File: src/rtl/pulse_reporter.sv
// -----------------------------------------------------------------------------
// pulse_reporter
//
// Measures each high pulse on pulse_in in baud ticks and reports the length
// to a host as an 8N1 UART frame: HEADER, count[15:8], count[7:0], LSB first.
//
// Optional build macro:
//    CHECKSUM_EN  - appends a fourth byte equal to the XOR of bytes 0..2.
//
// Ports:
//    sysclk      in   system clock, all logic on its rising edge
//    rst_n       in   asynchronous active-low reset
//    tick        in   baud strobe, one sysclk cycle wide per bit period
//    pulse_in    in   pulse to measure, asynchronous to sysclk
//    clr_ovr     in   synchronous, level-sensitive clear of overrun
//    txd         out  UART serial output, idles high
//    busy        out  high from report capture until the final stop bit ends
//    overrun     out  sticky, set when a report is dropped while busy
//    last_count  out  most recently captured pulse length
// -----------------------------------------------------------------------------
module pulse_reporter #(
   parameter int unsigned CNT_W       = 9,
   parameter logic [7:0]  HEADER      = 8'hA5,
   parameter int unsigned SYNC_STAGES = 2
) (
   input  logic             sysclk,
   input  logic             rst_n,
   input  logic             tick,
   input  logic             pulse_in,
   input  logic             clr_ovr,
   output logic             txd,
   output logic             busy,
   output logic             overrun,
   output logic [CNT_W-1:0] last_count
);

`ifdef CHECKSUM_EN
   localparam logic [1:0] LAST_BYTE = 2'd3;
`else
   localparam logic [1:0] LAST_BYTE = 2'd2;
`endif

   localparam logic [CNT_W-1:0] CNT_MAX = '1;

   typedef enum logic [2:0] {
      IDLE,
      WAIT,
      START,
      DATA,
      STOP
   } state_e;

   // ---------------------------------------------------------------------------
   // Input synchroniser and edge detection
   // ---------------------------------------------------------------------------
   logic [SYNC_STAGES-1:0] sync_q;
   logic                   ps;
   logic                   ps_prev_q;
   logic                   rise;
   logic                   fall;

   always_ff @(posedge sysclk or negedge rst_n) begin
      if (!rst_n) begin
         sync_q    <= '0;
         ps_prev_q <= 1'b0;
      end else begin
         sync_q    <= {sync_q[SYNC_STAGES-2:0], pulse_in};
         ps_prev_q <= sync_q[SYNC_STAGES-1];
      end
   end

   assign ps   = sync_q[SYNC_STAGES-1];
   assign rise = ps & ~ps_prev_q;
   assign fall = ~ps & ps_prev_q;

   // ---------------------------------------------------------------------------
   // Pulse-length counter and capture
   // ---------------------------------------------------------------------------
   logic [CNT_W-1:0] cnt_q, cnt_d;
   logic [CNT_W-1:0] cnt_inc;
   logic [CNT_W-1:0] last_count_q, last_count_d;
   logic             overrun_q, overrun_d;
   logic             accept;

   state_e           state_q;
   logic             txd_q;
   logic             busy_q;
   logic [CNT_W-1:0] data_q;
   logic [7:0]       byte_q;
   logic [2:0]       bit_idx_q;
   logic [1:0]       byte_idx_q;

   // Ticks are counted whenever the previous cycle saw ps high; this makes a
   // tick coincident with the falling edge part of the capture while a tick
   // coincident with the rising edge is lost to the clear.
   assign cnt_inc = (tick && (cnt_q != CNT_MAX)) ? cnt_q + CNT_W'(1) : cnt_q;
   assign accept  = fall && (state_q == IDLE);

   always_comb begin
      cnt_d        = cnt_q;
      last_count_d = last_count_q;
      overrun_d    = overrun_q;
      if (rise) begin
         cnt_d = '0;
      end else if (ps_prev_q) begin
         cnt_d = cnt_inc;
      end
      if (fall) begin
         last_count_d = cnt_inc;
      end
      // A new overrun takes priority over a simultaneous clear.
      if (fall && (state_q != IDLE)) begin
         overrun_d = 1'b1;
      end else if (clr_ovr) begin
         overrun_d = 1'b0;
      end
   end

   always_ff @(posedge sysclk or negedge rst_n) begin
      if (!rst_n) begin
         cnt_q        <= '0;
         last_count_q <= '0;
         overrun_q    <= 1'b0;
      end else begin
         cnt_q        <= cnt_d;
         last_count_q <= last_count_d;
         overrun_q    <= overrun_d;
      end
   end

   // ---------------------------------------------------------------------------
   // Frame byte selection
   // ---------------------------------------------------------------------------
   function automatic logic [7:0] frame_byte(input logic [1:0]       idx,
                                             input logic [CNT_W-1:0] val);
      logic [15:0] ext;
      logic [7:0]  res;
      ext = 16'(val);
      case (idx)
         2'd0:    res = HEADER;
         2'd1:    res = ext[15:8];
         2'd2:    res = ext[7:0];
`ifdef CHECKSUM_EN
         default: res = HEADER ^ ext[15:8] ^ ext[7:0];
`else
         default: res = 8'h00;
`endif
      endcase
      return res;
   endfunction

   // ---------------------------------------------------------------------------
   // UART transmit FSM; txd and busy are registered and only move after a tick
   // ---------------------------------------------------------------------------
   always_ff @(posedge sysclk or negedge rst_n) begin
      if (!rst_n) begin
         state_q    <= IDLE;
         txd_q      <= 1'b1;
         busy_q     <= 1'b0;
         data_q     <= '0;
         byte_q     <= '0;
         bit_idx_q  <= '0;
         byte_idx_q <= '0;
      end else begin
         case (state_q)
            IDLE: begin
               if (accept) begin
                  data_q     <= cnt_inc;
                  busy_q     <= 1'b1;
                  byte_idx_q <= '0;
                  state_q    <= WAIT;
               end
            end
            WAIT: begin
               if (tick) begin
                  byte_q  <= frame_byte(2'd0, data_q);
                  txd_q   <= 1'b0;
                  state_q <= START;
               end
            end
            START: begin
               if (tick) begin
                  txd_q     <= byte_q[0];
                  byte_q    <= byte_q >> 1;
                  bit_idx_q <= '0;
                  state_q   <= DATA;
               end
            end
            DATA: begin
               if (tick) begin
                  if (bit_idx_q == 3'd7) begin
                     txd_q   <= 1'b1;
                     state_q <= STOP;
                  end else begin
                     txd_q     <= byte_q[0];
                     byte_q    <= byte_q >> 1;
                     bit_idx_q <= bit_idx_q + 3'd1;
                  end
               end
            end
            STOP: begin
               if (tick) begin
                  if (byte_idx_q == LAST_BYTE) begin
                     busy_q  <= 1'b0;
                     state_q <= IDLE;
                  end else begin
                     // Next start bit begins straight out of this stop bit.
                     byte_idx_q <= byte_idx_q + 2'd1;
                     byte_q     <= frame_byte(byte_idx_q + 2'd1, data_q);
                     txd_q      <= 1'b0;
                     state_q    <= START;
                  end
               end
            end
            default: begin
               txd_q   <= 1'b1;
               busy_q  <= 1'b0;
               state_q <= IDLE;
            end
         endcase
      end
   end

   assign txd        = txd_q;
   assign busy       = busy_q;
   assign overrun    = overrun_q;
   assign last_count = last_count_q;

endmodule

File: config.mk
export PLATFORM = sky130hd
export DESIGN_NAME = pulse_reporter
export DESIGN_NICKNAME = d
export VERILOG_FILES = /design/src/rtl/pulse_reporter.sv
export SDC_FILE = /design/constraint.sdc
export NUM_CORES = 1
export LEC_CHECK = 0
export BUFFER_PORTS_ARGS = -buffer_cell sky130_fd_sc_hd__buf_2
export CELL_PAD_IN_SITES_DETAIL_PLACEMENT = 2
export CELL_PAD_IN_SITES_GLOBAL_PLACEMENT = 2
export CORE_MARGIN = 3
export CORE_UTILIZATION = 34
export CTS_CLUSTER_DIAMETER = 60
export DETAILED_ROUTE_END_ITERATION = 10
export HOLD_SLACK_MARGIN = 0.15
export PLACE_DENSITY_LB_ADDON = 0.1
export RECOVER_POWER = 100
export SYNTH_ARGS = -nofsm -noshare
export SYNTH_HDL_FRONTEND = slang
export SYNTH_SLANG_ARGS = --single-unit
File: constraint.sdc
create_clock -name sysclk -period 2.3 [get_ports sysclk]
set_clock_uncertainty 0.1 [all_clocks]
set_input_delay 0.115 -clock sysclk [delete_from_list [all_inputs] [get_ports sysclk]]
set_output_delay 0.115 -clock sysclk [all_outputs]
set_load 0.02 [all_outputs]
==> metrics.csv <==
metric;value;unit
final hold vios;0;
CP peak stage delay;0.41;ns
post-synthesis sequential area ratio;0.508;
Peak Freq;463;MHz
num rows;30;
ys async rst share;1.00;
Post-synth EDFFs;0;
antenna cells;0;
largest net degree at the start of global routing;50;
startpoint class of the critical path;flop;
RSZ-0062 raised after global routing;false;
dpl ws;-0.0331;ns
hold slack;0.184;ns
Residual DRC;0;
Tcrit/Tclk final;0.939;
htree depth;2;
clock root buffer;clkbuf_8;
width of the die;90.3;um
CTS tree;yes;
Hold Path Cell Cnt;2;
Final WS setup;0.141;ns
first drt pass iteration count;4;
Critical Path RT;2.42;ns
CTS clk-pin slew, worst paths;0.09;ns
Buffers on Ports;16;
Slew Limit Fails;0;
crit path max fanout;8;
CP Class;reg -> reg;
die area;8150;um2
power consumption;0.00269;W
Routed Antenna Nets;0;
Synth Warn #;0;
grt ovf;0;
Leak;1.16;nW
vias in the first global route;2133;
Post-Syn Area per Cell;9.66;um2
Final Util;0.405;
Setup crit end kind;flop;
Least-Margin Pin Slew;1.29;ns
final setup fails;0;
initial core utilization;0.353;
Final min period;2.16;ns
Worst Path Arrival;2.28;ns
Syn Nets;262;
clock tree sinks;49;
Max Cap Violations;0;
slowest CP cell;dfrtp_1;
GPL Wtd Cong;0.753;
Pwr per Cell Area;970;nW/um2
maximum VDD drop;0.263;mV
fraction of layout instances using a drive strength above 1;0.128;
cells along the critical path;ha_1 > nand2_2 > nor3_1 > ha_1 > nand2b_4 > or3_4 > or3_1 > o21ai_0;
WL/cell;17.0;um
r2r worst-path depth;8;
Final nets;285;
Synth Cell Area;2410;um2
HP Class;in -> reg;
total core area;6830;um2
initial antenna violation count;0;
outcome;finished, final reports clean;
DR vias;1900;
Synth Flop Type;dfrtp_1;
io pins;17;
slew margin rel.;0.141;
number of synthesized register bits;49;
vias per cell;5.14;
HPWL Detailed;4570;um
Post-Route WL;6310;um
Clock Path Buffers;2;
first-pass GRT wire length;11000;um
Die H;90.3;um
synth unique cells;42;
clk_lat worst skew;0.30;ns
Post-Synthesis Cells;250;
area delta synth->final;14.7;%
drt initial violations;62;
Critical Path Most Common Cell;ha_1;
GRT Total Usage;0.166;
total CTS buffers;5;
## kinds of logic after synthesis
| logic type | synth area share |
|---|---|
| buffers and inverters | 0.0425 |
| xor gates and xnor gates | 0.0254 |
| AOI/OAI and AO/OA | 0.191 |
| and+or+nand+nor | 0.176 |
| DFF | 0.508 |
| adders and majority gates | 0.0363 |
| muxes | 0.0207 |
## metal layers
metal,global-route usage,wire length [um],vias up
met5,0,0,-
met4,0.0268,44,0
met3,0.0258,83,5
met2,0.291,3190,10
met1,0.222,2990,964
li1,-,-,921
## through the flow
step / instance area [um2] / setup TNS (ns) / std cells
after floorplan: 2410 / 0 / 250
after global placement: 2620 / 0 / 358
after detailed placement: 2620 / -0.0358 / 358
after CTS: 2770 / 0 / 369
after global routing: 2770 / 0 / 370
final: 2770 / 0 / 370
## cell usage in the layout (no fill, tap or decap), drive strengths merged
master / instances
dfrtp: 48
nand2: 37
o21ai: 26
clkbuf: 22
a21oi: 19
nor2: 17
buf: 12
nand3: 9
inv: 8
ha: 7
mux2i: 5
o22ai: 5
nor2b: 5
a32oi: 5
xnor2: 4
a22o: 4
nand2b: 4
or2: 4
or3: 4
o22a: 3
xor2: 3
a21o: 3
dlygate4sd3: 3
a2bb2oi: 2
o31ai: 2
nor3: 2
nand4: 1
nor3b: 1
a221oi: 1
o211ai: 1
nor4: 1
o21ba: 1
a32o: 1
or3b: 1
or4b: 1
bufinv: 1
dfstp: 1
## path summary, 6_finish.rpt
path	from	to	slack [ns]
worst max-delay path	cnt_q[1]$_DFFE_PN0P_	cnt_q[7]$_DFFE_PN0P_	0.14
worst min-delay path	tick	state_q[2]$_DFFE_PN0P_	0.18
worst max register to register	cnt_q[1]$_DFFE_PN0P_	cnt_q[7]$_DFFE_PN0P_	0.14
worst min register to register	sync_q[0]$_DFF_PN0_	sync_q[1]$_DFF_PN0_	0.27
max in group asynchronous	rst_n	cnt_q[2]$_DFFE_PN0P_	0.70
min in group asynchronous	rst_n	overrun$_DFFE_PN0P_	0.62
## timing repair
item | 4_1_cts | 5_1_grt
setup buffers | 0 | 1
hold buffers | 3 | 0
setup endpoints to repair | 3 | 20
gates cloned | 0 | 0
hold endpoints to repair | 50 | 0
resized for setup | 1 | 6
## Yosys cell counts (5+ instances only)
master	instances	area, um2
a21oi_1	19	95.1
clkbuf_1	7	26.3
dfrtp_1	48	1200
ha_1	7	87.6
inv_1	8	30.0
mux2i_1	5	50.1
nand2_1	37	139
nand3_1	9	45.0
nor2_1	17	63.8
nor2b_1	5	31.3
o21ai_0	21	105
o21ai_1	5	25.0
o22ai_1	5	31.3
## layout make-up
| type | instances | area, um2 |
|---|---|---|
| clock buffer | 7 | 86.3 |
| clock inverter | 1 | 30.0 |
| fill | 780 | 4060 |
| inverter | 8 | 30.0 |
| multi-input combinational | 179 | 1110 |
| sequential | 49 | 1230 |
| tap | 96 | 120 |
| timing repair buffer | 30 | 169 |
## registers in the layout, indices dropped and copies added, names as in the netlist, 2 cells and up
name	flops
data_q	9
bit_idx_q	3
state_q	3
cnt_q	9
byte_idx_q	2
last_count	9
sync_q	2
byte_q	8
## critical path, delay by kind of cell, from the launching register on
family,cells,cell delay (ns)
flip-flops,1,0.41
AO/OA/AOI/OAI,1,0.09
AND/OR/NAND/NOR,5,1.05
adder cells (fa/ha/maj),2,0.44
## where the power goes
group,leakage (nW),switching [W],internal (W)
Sequential,0.612,0.000183,0.00109
Clock,0.0585,0.000296,0.000355
Combinational,0.485,0.000438,0.000328
(Power assumes the default switching activity.)
